`src/rtl/univ_shift_reg.sv`:
```
// Parametrised universal register with a built-in full-duplex serial transfer engine.
// Idle cycles apply the per-cycle op; a start loads din and shifts WIDTH bits out of
// sout while capturing WIDTH bits from sin, reporting busy and a one-cycle done pulse.
module univ_shift_reg #(
  parameter int WIDTH     = 32,
  parameter bit MSB_FIRST = 1'b1
) (
  input  logic             clk,
  input  logic             rst,
  input  logic             en,
  input  logic [2:0]       op,
  input  logic [WIDTH-1:0] din,
  input  logic             sin,
  input  logic             start,
  output logic [WIDTH-1:0] q,
  output logic             sout,
  output logic             busy,
  output logic             done
);

  localparam int CW = $clog2(WIDTH + 1);

  localparam logic [2:0] OP_HOLD  = 3'b000;
  localparam logic [2:0] OP_LOAD  = 3'b001;
  localparam logic [2:0] OP_SHL   = 3'b010;
  localparam logic [2:0] OP_SHR   = 3'b011;
  localparam logic [2:0] OP_ROTL  = 3'b100;
  localparam logic [2:0] OP_ROTR  = 3'b101;
  localparam logic [2:0] OP_ASR   = 3'b110;
  localparam logic [2:0] OP_CLEAR = 3'b111;

  logic [WIDTH-1:0] q_q, q_d;
  logic [CW-1:0]    cnt_q, cnt_d;
  logic             busy_q, busy_d;
  logic             done_q, done_d;
  logic [WIDTH-1:0] xfer_shift;

  // Transfer shift moves toward sout and pulls sin in at the opposite end.
  always_comb begin
    if (MSB_FIRST) xfer_shift = {q_q[WIDTH-2:0], sin};
    else           xfer_shift = {sin, q_q[WIDTH-1:1]};
  end

  // Next-state: abort beats a transfer shift, a shift beats start, start beats op.
  always_comb begin
    q_d    = q_q;
    cnt_d  = cnt_q;
    busy_d = busy_q;
    done_d = 1'b0;
    if (en) begin
      if (busy_q) begin
        if (op == OP_CLEAR) begin
          q_d    = '0;
          cnt_d  = '0;
          busy_d = 1'b0;
        end else begin
          q_d   = xfer_shift;
          cnt_d = cnt_q - CW'(1);
          if (cnt_q == CW'(1)) begin
            busy_d = 1'b0;
            done_d = 1'b1;
          end
        end
      end else if (start) begin
        q_d    = din;
        cnt_d  = CW'(WIDTH);
        busy_d = 1'b1;
      end else begin
        case (op)
          OP_HOLD:  q_d = q_q;
          OP_LOAD:  q_d = din;
          OP_SHL:   q_d = {q_q[WIDTH-2:0], sin};
          OP_SHR:   q_d = {sin, q_q[WIDTH-1:1]};
          OP_ROTL:  q_d = {q_q[WIDTH-2:0], q_q[WIDTH-1]};
          OP_ROTR:  q_d = {q_q[0], q_q[WIDTH-1:1]};
          OP_ASR:   q_d = {q_q[WIDTH-1], q_q[WIDTH-1:1]};
          OP_CLEAR: q_d = '0;
          default:  q_d = q_q;
        endcase
      end
    end
  end

  // State registers with synchronous reset; reset mid-transfer drops any pending done.
  always_ff @(posedge clk) begin
    if (rst) begin
      q_q    <= '0;
      cnt_q  <= '0;
      busy_q <= 1'b0;
      done_q <= 1'b0;
    end else begin
      q_q    <= q_d;
      cnt_q  <= cnt_d;
      busy_q <= busy_d;
      done_q <= done_d;
    end
  end

  // Outputs straight from the registers; sout taps the end facing the link.
  always_comb begin
    q    = q_q;
    busy = busy_q;
    done = done_q;
    sout = MSB_FIRST ? q_q[WIDTH-1] : q_q[0];
  end

endmodule

```
`config.mk`:
```
export PLATFORM = sky130hd
export DESIGN_NAME = univ_shift_reg
export DESIGN_NICKNAME = d
export VERILOG_FILES = /design/src/rtl/univ_shift_reg.sv
export SDC_FILE = /design/constraint.sdc
export NUM_CORES = 1
export LEC_CHECK = 0
export CORE_MARGIN = 2
export CORE_UTILIZATION = 50
export DETAILED_ROUTE_END_ITERATION = 12
export PLACE_DENSITY = 0.81
export SYNTH_ARGS = -nofsm -noshare
export SYNTH_HDL_FRONTEND = slang
export SYNTH_SLANG_ARGS = --single-unit
```
`constraint.sdc`:
```
create_clock -name clk -period 2 [get_ports clk]
set_clock_uncertainty 0.05 [all_clocks]
set_input_delay 0.4 -clock clk [delete_from_list [all_inputs] [get_ports clk]]
set_output_delay 0.4 -clock clk [all_outputs]
set_load 0.005 [all_outputs]
```
# == Word-level counts from Yosys, hierarchy flattened ==
# Cells that the tools add are included.
# word_totals
ff_bits,40
in_bits,40
elab_cells,36
# op_classes
addsub,1
n_eq_ne,10
n_mux,12
bitwise_logic,2
n_reduce_logical,6
# op_table
op,n
32-bit one-hot mux with 7 select lines,1
32-bit 2-to-1 mux,3
6-bit 2-to-1 mux,3
3-bit == test (second input constant),4
3-bit by 2-bit == test with 1-bit output (second input constant),2
6-bit by 1-bit == test with 1-bit output (second input constant),1
3-bit != test (second input constant),2
6-bit by 1-bit subtractor with 6-bit output (second input constant),1
1-bit 2-to-1 mux,5
2-bit AND reduction,2
4-bit OR reduction,1
3-bit by 1-bit == test with 1-bit output (second input constant),1
3-bit zero test,1
3-bit AND reduction,1
1-bit NOT,2
2-bit nonzero test,1

# == Logic depth before layout (Yosys ltp) ==
# logic_depth
word_depth,4
mapped_depth,7
mapped_depth_nobuf,5

# == Worst setup path before layout ==
# No wires, ideal clock.
# synth_timing
path_kind,input port to flip-flop
from,in op[0]
to,reg q_q[10] (netlist: q[10])
setup_time_ns,0.123
arrival_time_ns,1.459
path_slack_ns,0.367
cell_stages,6
path_buffers,2
cell_sequence,buf_4 and3b_1 o21bai_4 buf_6 a221oi_1 o2bb2ai_1
# synth_between
elab_chain_len,4
elab_cells_between_ends,14
cone_classes,eq/ne: 8; mux: 4; reduce/logical: 2
# synth_rtl
element,line,text
"start, declared",11,"input logic [2:0] op,"
"3-bit == test, or another cell as far along","52, 69",
32-bit one-hot mux with 7 select lines,69,case (op)
32-bit 2-to-1 mux,64,end else if (start) begin
32-bit 2-to-1 mux,51,if (busy_q) begin
"end signal, assigned",92,q_q <= q_d;
"end, declared",32,"logic [WIDTH-1:0] q_q, q_d;"
# Parallel ways exist; a longest one is shown, timed or not.
# A chain may end at the register's enable or synchronous reset.

# == Worst setup path after layout ==
# layout_timing
from,in op[0]
to,reg q_q[26] (netlist: q[26])
# The elaborated chain is that of the path after synthesis.

==> results.json <==
{
  "status": "finished clean",
  "synth-seq-cells": 40,
  "via_per_inst": 6.69,
  "synth_fp_nets": 409,
  "place_area_mm2": 0.00399,
  "cts_buffers": 5,
  "reg2reg_depth": 5,
  "grt_pass1_vias": 3259,
  "clock_path_buffers": 2,
  "leakagePower_nw": 1.55,
  "cts.sinks": 40,
  "htree_levels": 2,
  "die_area_mm2": 0.00668,
  "crit_family": "compound AO/OA/AOI/OAI gates",
  "nNetsFinal": 486,
  "netlist_top_cells_area": "dfxtp_1 27%, a21o_1 8.0%, o2bb2ai_1 7.5%, a221oi_1 7.0%, a211oi_1 6.2%",
  "cp_num_cells": 6,
  "dp_hpwl_um": 6340,
  "ir_drop_v": 0.000371,
  "ctsHoldBuffers": 0,
  "synthMuxAreaShare": 0,
  "crit_buf_inv": 3,
  "async_reset_ff_frac": 0,
  "drive_gt1_frac": 0.148,
  "fin_crit_ps": 1940,
  "diodes": 0,
  "die_w_um": 81.7,
  "overflow": 0,
  "ys_seq_area_frac": 0.265,
  "wire_per_inst_um": 18.7,
  "drcViolationCount": 0,
  "final_core_util": 0.702,
  "rrSetupSlack_ps": 350,
  "slew_violations": 0,
  "coreArea_mm2": 0.00589,
  "place_congestion": 0.857,
  "start_util": 0.513,
  "io_buffers": 74,
  "path_cells": "clkdlybuf4s50_1 > buf_4 > inv_1 > o21bai_2 > a221oi_1 > o2bb2ai_1",
  "whs_ps": 451,
  "final_area_mm2": 0.00413,
  "startpoint_type": "primary input",
  "hold_path_class": "reg2reg",
  "drt_pass1_iterations": 5,
  "arrival_ps": 2120,
  "rsz0062_at_grt": "false",
  "hold_viol_final": 0,
  "avgSynthCellArea_um2": 8.23,
  "yosysTopAreaCellShare": 0.265,
  "synth_xor_area_frac": 0.00539,
  "ios": 75,
  "power_density_mw_per_mm2": 628,
  "antenna_found_initial": 0,
  "tritoncts": "done",
  "synth_adder_area_share": 0.00829,
  "track_usage": 0.285,
  "end_kind": "flip-flop",
  "clk_pin_slew_ps": 80,
  "ant_nets": 0,
  "max_freq_mhz": 515,
  "path_max_fanout": 13,
  "cp_slowest_stage_delay_ps": 550,
  "tightestPinTransition_ps": 658,
  "yosysUniqueCellTypes": 43,
  "critical_path_class": "in2reg",
  "crit_path_start": "op[0]",
  "syn2layout_area_growth_pct": 36.8,
  "grt_pass1_wl_um": 15100,
  "die_y_um": 81.7,
  "relSlewSlack": 0.561,
  "period_share": 0.970,
  "synth_top_family_by_area": "compound AO/OA/AOI/OAI gates",
  "crit-reg2reg-launch": "busy$_SDFFE_PP0P_",
  "syn_inst": 367,
  "synth_ff_type": "dfxtp_1",
  "yosys.area.top_type": "dfxtp_1",
  "setup_viol": 0,
  "nFillCells": 476,
  "synth_warnings": 0,
  "crit_slowest_cell": "o21bai_2",
  "yosysMostFrequentCell": "nor2_1",
  "synth_compound_area_frac": 0.490,
  "cap_viol_max_count": 0,
  "synth_edf_count": 0,
  "yosys-top-cells-count": "41 x nor2_1, 40 x dfxtp_1, 32 x a21o_1",
  "insertion_delay_ps": 300,
  "synth-simple-area-share": 0.137,
  "endpoint": "q[26]$_SDFFE_PP0P_",
  "first_iter_violations": 375,
  "synth_area_mm2": 0.00302,
  "num_rows": 28,
  "grt_max_degree": 43,
  "vias": 3477,
  "cts_root_buffer": "clkbuf_8",
  "r2r-end": "q[23]$_SDFFE_PP0P_",
  "crit_required_ps": 2180,
  "wl_um": 9730
}
## sequential cells by signal, indices dropped and copies added (netlist names)
register / cells
q: 32
done: 1
busy: 1
cnt_q: 6
## cell families after synthesis
family | after synthesis
AO/OA/AOI/OAI | 188
adder cells (fa/ha/maj) | 2
buffers and inverters | 49
XOR/XNOR | 1
AND/OR/NAND/NOR | 87
flip-flops | 40
## how the worst min path moves through the flow
stage / from / endpoint / slack [ps] / cells past startpoint
6_report: cnt_q[4]$_SDFFE_PP0P_ / cnt_q[4]$_SDFFE_PP0P_ / 450 / 1
5_1_grt: cnt_q[4]$_SDFFE_PP0P_ / cnt_q[4]$_SDFFE_PP0P_ / 460 / 1
4_1_cts: cnt_q[4]$_SDFFE_PP0P_ / cnt_q[4]$_SDFFE_PP0P_ / 450 / 1
3_5_place_dp: cnt_q[4]$_SDFFE_PP0P_ / cnt_q[4]$_SDFFE_PP0P_ / 430 / 1
3_3_place_gp: cnt_q[4]$_SDFFE_PP0P_ / cnt_q[4]$_SDFFE_PP0P_ / 420 / 1
2_1_floorplan: cnt_q[4]$_SDFFE_PP0P_ / cnt_q[4]$_SDFFE_PP0P_ / 400 / 1
## worst reg2reg max path: cells and delay by family, from the launching register on
kind | cells | cell delay (ps)
AO/OA/AOI/OAI | 3 | 670
flip-flops | 1 | 530
buffers and inverters | 1 | 250
AND/OR/NAND/NOR | 1 | 80
## what timing repair did
action,4_1_cts,5_1_grt
endpoints found under the hold margin,0,0
resized for setup,0,5
setup buffers,0,0
setup endpoints to repair,0,26
## power by group
part	switching [mW]	total, mW	internal [mW]
Clock	0.310	0.681	0.371
Combinational	0.408	0.891	0.482
Sequential	0.143	1.02	0.881
## routing by layer
layer	GRT usage	vias up	wire length, µm
met3	0.0516	8	829
met1	0.369	1670	4150
met2	0.484	200	4700
met5	0	-	0
li1	-	1599	-
met4	0.0833	0	47
## final cells by class
| class | instances | area [µm²] | area share |
|---|---|---|---|
| Clock buffer | 6 | 72.6 | 0.0176 |
| Clock inverter | 2 | 35.0 | 0.00848 |
| Inverter | 8 | 30.0 | 0.00727 |
| Tap cell | 75 | 93.8 | 0.0227 |
| Multi-Input combinational cell | 279 | 1970 | 0.477 |
| Timing Repair Buffer | 110 | 1130 | 0.273 |
| Sequential cell | 40 | 801 | 0.194 |
## metrics by stage
stage                     setup WS [ps]  instances  setup TNS (ps)  total power [mW]
after floorplan                     367        367               0              1.49
after CTS                          71.9        519               0              2.57
after global placement             -216        511           -5810              1.88
final                              59.6        520               0              2.60
after global routing               35.4        520               0              2.72
after detailed placement           -239        511           -6610              1.90
## layout by cell type (no fill, tap or decap), types with 8 or more instances in the layout
master / instances
a221oi_1: 24
a21oi_1: 15
nor2_1: 41
o211ai_1: 24
inv_1: 8
buf_12: 9
nor3_1: 28
clkdlybuf4s50_1: 72
a211oi_1: 23
dfxtp_1: 40
buf_4: 27
a21o_1: 32
o2bb2ai_1: 26
o21ai_0: 13
(Power assumes the default switching activity.)
